--- src/rtl/id_stage_pipelined.sv ---
// id_stage_pipelined
//   ARM decode stage with an integrated ID/EX pipeline register.
//   Decodes the instruction, checks its condition against NZCV and reads two
//   operands from an internal register file (optional same-cycle write-back
//   bypass). hazard/flush load a bubble into the ID/EX register.
// Ports:
//   clk, rst                 clock and synchronous active-high reset
//   in_valid, pc_in, instruction   IF/ID slot contents
//   hazard, flush            bubble requests
//   z, c, v, n               status flags
//   wb_wb_en, wb_dest, wb_value    register-file write port
//   src1, src2, two_src      combinational source info for the hazard unit
//   out_valid .. shift_operand     registered ID/EX outputs
module id_stage_pipelined #(
  parameter int unsigned DATA_WIDTH = 32,
  parameter int unsigned REG_COUNT  = 16,
  parameter int unsigned BYPASS     = 1
) (
  input  logic                  clk,
  input  logic                  rst,
  input  logic                  in_valid,
  input  logic [DATA_WIDTH-1:0] pc_in,
  input  logic [31:0]           instruction,
  input  logic                  hazard,
  input  logic                  flush,
  input  logic                  z,
  input  logic                  c,
  input  logic                  v,
  input  logic                  n,
  input  logic                  wb_wb_en,
  input  logic [3:0]            wb_dest,
  input  logic [DATA_WIDTH-1:0] wb_value,
  output logic [3:0]            src1,
  output logic [3:0]            src2,
  output logic                  two_src,
  output logic                  out_valid,
  output logic [DATA_WIDTH-1:0] pc_out,
  output logic                  s,
  output logic                  b,
  output logic                  mem_w_en,
  output logic                  mem_r_en,
  output logic                  wb_en,
  output logic [3:0]            exe_cmd,
  output logic [DATA_WIDTH-1:0] val_rn,
  output logic [DATA_WIDTH-1:0] val_rm,
  output logic                  imm,
  output logic [23:0]           signed_imm_24,
  output logic [3:0]            dest,
  output logic [11:0]           shift_operand
);

  logic [3:0] cond;
  logic [1:0] mode;
  logic       i_bit;
  logic [3:0] opcode;
  logic       s_bit;
  logic       is_store;

  assign cond     = instruction[31:28];
  assign mode     = instruction[27:26];
  assign i_bit    = instruction[25];
  assign opcode   = instruction[24:21];
  assign s_bit    = instruction[20];
  assign is_store = (mode == 2'b01) && !s_bit;

  assign src1    = instruction[19:16];
  assign src2    = is_store ? instruction[15:12] : instruction[3:0];
  assign two_src = !i_bit || is_store;

  // Condition evaluation
  logic cond_pass;
  always_comb begin
    cond_pass = 1'b0;
    case (cond)
      4'b0000: cond_pass = z;
      4'b0001: cond_pass = !z;
      4'b0010: cond_pass = c;
      4'b0011: cond_pass = !c;
      4'b0100: cond_pass = n;
      4'b0101: cond_pass = !n;
      4'b0110: cond_pass = v;
      4'b0111: cond_pass = !v;
      4'b1000: cond_pass = c && !z;
      4'b1001: cond_pass = !c || z;
      4'b1010: cond_pass = (n == v);
      4'b1011: cond_pass = (n != v);
      4'b1100: cond_pass = !z && (n == v);
      4'b1101: cond_pass = z || (n != v);
      4'b1110: cond_pass = 1'b1;
      default: cond_pass = 1'b0;
    endcase
  end

  // Control decode
  logic       dec_s, dec_b, dec_mem_w_en, dec_mem_r_en, dec_wb_en;
  logic [3:0] dec_cmd;
  always_comb begin
    dec_s        = 1'b0;
    dec_b        = 1'b0;
    dec_mem_w_en = 1'b0;
    dec_mem_r_en = 1'b0;
    dec_wb_en    = 1'b0;
    dec_cmd      = 4'b0000;
    case (mode)
      2'b00: begin
        dec_s     = s_bit;
        dec_wb_en = 1'b1;
        case (opcode)
          4'b1101: dec_cmd = 4'b0001;
          4'b1111: dec_cmd = 4'b1001;
          4'b0100: dec_cmd = 4'b0010;
          4'b0101: dec_cmd = 4'b0011;
          4'b0010: dec_cmd = 4'b0100;
          4'b0110: dec_cmd = 4'b0101;
          4'b0000: dec_cmd = 4'b0110;
          4'b1100: dec_cmd = 4'b0111;
          4'b0001: dec_cmd = 4'b1000;
          4'b1010: begin dec_cmd = 4'b0100; dec_wb_en = 1'b0; end
          4'b1000: begin dec_cmd = 4'b0110; dec_wb_en = 1'b0; end
          default: begin dec_cmd = 4'b0000; dec_wb_en = 1'b0; end
        endcase
      end
      2'b01: begin
        dec_cmd = 4'b0010;
        if (s_bit) begin
          dec_mem_r_en = 1'b1;
          dec_wb_en    = 1'b1;
        end else begin
          dec_mem_w_en = 1'b1;
        end
      end
      2'b10:   dec_b = 1'b1;
      default: ;
    endcase
  end

  // Register file; indices >= REG_COUNT have no storage
  logic [DATA_WIDTH-1:0] rf_q [REG_COUNT];

  always_ff @(posedge clk) begin
    for (int unsigned i = 0; i < REG_COUNT; i++) begin
      if (rst) begin
        rf_q[i] <= '0;
      end else if (wb_wb_en && (wb_dest == 4'(i))) begin
        rf_q[i] <= wb_value;
      end
    end
  end

  logic [DATA_WIDTH-1:0] rd_rn, rd_rm;
  logic                  hit_rn, hit_rm;
  always_comb begin
    rd_rn  = '0;
    rd_rm  = '0;
    hit_rn = 1'b0;
    hit_rm = 1'b0;
    for (int unsigned i = 0; i < REG_COUNT; i++) begin
      if (src1 == 4'(i)) begin
        rd_rn  = rf_q[i];
        hit_rn = 1'b1;
      end
      if (src2 == 4'(i)) begin
        rd_rm  = rf_q[i];
        hit_rm = 1'b1;
      end
    end
    // Bypass only for implemented indices, so an out-of-range read stays 0
    if (BYPASS != 0 && wb_wb_en) begin
      if (hit_rn && wb_dest == src1) rd_rn = wb_value;
      if (hit_rm && wb_dest == src2) rd_rm = wb_value;
    end
  end

  // ID/EX register
  logic issue;
  assign issue = in_valid && cond_pass;

  always_ff @(posedge clk) begin
    if (rst || flush || hazard) begin
      out_valid     <= 1'b0;
      pc_out        <= '0;
      s             <= 1'b0;
      b             <= 1'b0;
      mem_w_en      <= 1'b0;
      mem_r_en      <= 1'b0;
      wb_en         <= 1'b0;
      exe_cmd       <= 4'b0000;
      val_rn        <= '0;
      val_rm        <= '0;
      imm           <= 1'b0;
      signed_imm_24 <= '0;
      dest          <= 4'b0000;
      shift_operand <= '0;
    end else begin
      out_valid     <= issue;
      pc_out        <= pc_in;
      s             <= dec_s && issue;
      b             <= dec_b && issue;
      mem_w_en      <= dec_mem_w_en && issue;
      mem_r_en      <= dec_mem_r_en && issue;
      wb_en         <= dec_wb_en && issue;
      exe_cmd       <= dec_cmd & {4{issue}};
      val_rn        <= rd_rn;
      val_rm        <= rd_rm;
      imm           <= i_bit;
      signed_imm_24 <= instruction[23:0];
      dest          <= instruction[15:12];
      shift_operand <= instruction[11:0];
    end
  end

endmodule
--- config.mk ---
export PLATFORM = sky130hd
export DESIGN_NAME = id_stage_pipelined
export DESIGN_NICKNAME = d
export VERILOG_FILES = /design/src/rtl/id_stage_pipelined.sv
export SDC_FILE = /design/constraint.sdc
export NUM_CORES = 1
export LEC_CHECK = 0
export CORE_ASPECT_RATIO = 1.2
export CORE_MARGIN = 1
export CORE_UTILIZATION = 30
export DETAILED_ROUTE_END_ITERATION = 7
export MAX_ROUTING_LAYER = met4
export PLACE_DENSITY = 0.47
export SLEW_MARGIN = 40
export SYNTH_ARGS = -nofsm -noshare
export SYNTH_HDL_FRONTEND = slang
export SYNTH_SLANG_ARGS = --single-unit
--- constraint.sdc ---
create_clock -name clk -period 3.79 [get_ports clk]
set_input_delay 0.5685 -clock clk [delete_from_list [all_inputs] [get_ports clk]]
set_output_delay 0.5685 -clock clk [all_outputs]
set_load 0.02 [all_outputs]
==> metrics.md <==
| Metric | Value |
|---|---|
| Sequential share of the synthesized area | a little over half |
| Worst-Margin Slew | 0.874 ns |
| Post-synthesis cell count | about 3100 |
| DR WL/cell | between 30 and 40 um |
| Core area | 110000 um^2 |
| Final Wtd Congestion | a little over 0.9 |
| Power Total | ~18 mW |
| Gr ovfl total | 0 |
| CTS tree | done |
| Fin crit share | 93.8% |
| Share of cells above drive strength 1 | between 10% and 20% |
| Number of nets still failing antenna checks after routing | 0 |
| Rows | between 100 and 150 |
| Synth-to-Final Area Change | 24.6% |
| Synth warn | 0 |
| DR DRC count | 0 |
| Die extent in x | about 310 um |
| Initial DRT Pass Iterations | 6 |
| Max cap viols | 0 |
| Mapped Avg Cell Area | between 10 and 15 um^2 |
| Fin. max-slew vios | 0 |
| Number of library cell types mapped by synthesis | 85 |
| Setup CP Type | in2out |
| Hold bufs inserted after CTS | 0 |
| Clk sink count | about 640 |
| Number of global-route vias before repair | ~26000 |
| Final min period | 3.56 ns |
| PnR worst setup slack | about 0.23 ns |
| Top cells by count, synth | and2_1 (567), edfxtp_1 (512), o21ai_0 (233) |
| Leakage | roughly 15 nW |
| Post-layout nets | around 3500 |
| Crit path required time | 3.22 ns |
| Startpoint Class | input pin |
| Clock root cell | clkbuf_16 |
| Syn Nets | approximately 3200 |
| Area contributors post-synth | edfxtp_1 (46%), and2_1 (11%), dfxtp_1 (7.9%), o21ai_0 (3.5%), clkbuf_1 (2.5%) |
| Fmax | between 200 and 300 MHz |
| Share of the synthesized area in the top cell type | around 46% |
| Largest net degree at the start of global routing | between 40 and 50 |
| Setup_tns | 0 ns |
| Cell with the most instances after synthesis | and2_1 |
| First-pass GRT wire length | approximately 210000 um |
| Post-synth EDFFs | between 500 and 600 |
| Outcome | finished clean |
| RSZ-0062 raised after global routing | no |
| Die area | between 100000 and 150000 um^2 |
| Cell taking the most area after synthesis | edfxtp_1 |
| Clock Skews | between 0.02 and 0.025 ns |
| TritonCTS buffer count | 78 |
| Num ports | around 270 |
| Hold Crit Class | in2reg |
| Peak supply drop | ~280 uV |
| Total track usage | 26.7% |
| Max Root-Sink Buffers | 3 |
| Routed vias/inst | approximately 5.7 |
| Fillcell total | between 10000 and 15000 |
| Final core occ | 37.8% |
| Slew margin rel. | between 40 and 50% |
| Vias | around 28000 |
| #FFs+latches synth | between 600 and 700 |
| Power per cell area | between 400 and 500 nW/um^2 |
| Final wirelength | around 150000 um |
| Chip height | about 370 um |
| Worst skew pair latency | between 0.6 and 0.7 ns |
| Initial antenna violation count | 4 |
| Post-detail-place hpwl | between 100000 and 150000 um |
| Initial core utilization | approximately 30% |
| Htree depth | 3 |
| Main flop type after synthesis | edfxtp_1 |
| Endpoints failing setup | 0 |
| Post-synthesis async set-or-reset flop share | 0% |
| Setup WS pre-CTS | -0.0890 ns |
| R2r setup slk | between 1 and 1.5 ns |
| Port bufs | approximately 270 |
| Worst-path clk slew | roughly 0.060 ns |
| Data arrival, critical path | about 3.0 ns |
| Postcts setup bufs | 0 |
| Post-Syn Area | roughly 33000 um^2 |
| DR iter-0 viols | about 3300 |
| Post-CTS sizing | 0 |
| Hold Vio Cnt, Final | 0 |
| Crit-path max FO | 11 |
| Setup crit end kind | output pin |
where the power goes:
group          leakage, nW  switching, mW  internal (mW)  total [mW]
clock network         1.23           3.23           4.38        7.61
logic                 7.59           1.57          0.918        2.49
registers             5.97          0.263           8.01        8.27
total                 14.8           5.06           13.3        18.4
cell usage in the layout, fill, tap and decap left out, types with 12 or more instances in the layout:
| cell type | n |
|---|---|
| and2_1 | 567 |
| edfxtp_1 | 512 |
| clkdlybuf4s50_1 | 248 |
| o21ai_0 | 233 |
| buf_4 | 212 |
| a21oi_1 | 166 |
| nor2_1 | 145 |
| nand2_1 | 136 |
| dfxtp_1 | 131 |
| a22oi_1 | 82 |
| clkbuf_16 | 81 |
| o22ai_1 | 71 |
| mux2i_1 | 59 |
| a221oi_1 | 45 |
| mux2_2 | 44 |
| nand3_1 | 38 |
| buf_12 | 35 |
| mux4_2 | 31 |
| a211oi_1 | 29 |
| nor3_1 | 28 |
| a22o_1 | 24 |
| o221ai_1 | 22 |
| clkbuf_1 | 22 |
| inv_1 | 21 |
| o21a_1 | 21 |
| nor2b_1 | 18 |
| nand2b_1 | 17 |
| o211ai_1 | 15 |
| nor2_2 | 14 |
| a31oi_1 | 14 |
| clkinv_2 | 14 |
| buf_2 | 14 |
| nor4b_1 | 13 |
| nand3b_1 | 13 |
| nor4_1 | 13 |
| nor4bb_1 | 12 |
| o21bai_4 | 12 |
layout make-up:
cell class              instances  area, um^2  area share, %
clock buffers                 112        2230           5.38
inverters                      24        90.1          0.217
diodes                          4        10.0         0.0241
flip-flops and latches        643       18000           43.3
multi-input cells            2116       14300           34.4
clock inverters                32         285          0.687
repair buffers                510        4860           11.7
well taps                    1417        1770           4.27
cell families (layout without fill, tap and decap cells):
kind of cell	count (synthesis)	count (layout)	synth area share (%)
buf+inv	328	678	4.27
simple gates	1095	1095	18.7
xor+xnor	7	7	0.184
other cells	0	4	0
compound gates	867	867	17.0
mux	147	147	5.86
flops	643	643	54.0
metal layers:
layer  part of all wire, %  up-vias  global-route usage, %
met5                     0        -                      -
met4                   3.6        0                   9.72
met3                   8.3      238                   4.35
met2                    44     1561                   39.8
met1                    44    13789                   36.5
li1                      -    12058                      -
stage by stage:
step | instance area [um^2] | hold WS [ns] | std cells
CTS | 41600 | 0.334 | 4854
finish | 41500 | 0.348 | 4858
global route | 41500 | 0.363 | 4857
floorplan | 33400 | 0.518 | 3087
detailed placement | 39100 | 0.587 | 4710
global placement | 39100 | 0.584 | 4710
path summary, 6_finish.rpt:
kind,from,endpoint,cells after the start
setup / recovery,instruction[26],src2[0],6
hold / removal,wb_value[8],val_rm[8]$_SDFF_PP0_,3
setup reg to reg,rf_q[0][6]$_SDFFCE_PN0P_,val_rn[6]$_SDFF_PP0_,6
hold reg to reg,rf_q[1][232]$_SDFFCE_PN0P_,val_rn[8]$_SDFF_PP0_,2
worst max-delay path: stages:
cell and delay (ns):
clkdlybuf4s50_1 0.50, or3b_4 0.51, mux2i_2 0.23, inv_2 0.31, buf_4 0.24, clkdlybuf4s50_1 0.61
sequential cells by signal, indices dropped and copies added, names as in the netlist, 4 cells and up:
| name | count |
|---|---|
| rf_q | 512 |
| pc_out | 32 |
| val_rm | 32 |
| val_rn | 32 |
| signed_imm_24 | 24 |
| exe_cmd | 4 |
No activity file was read; power rests on OpenSTA's default activity.
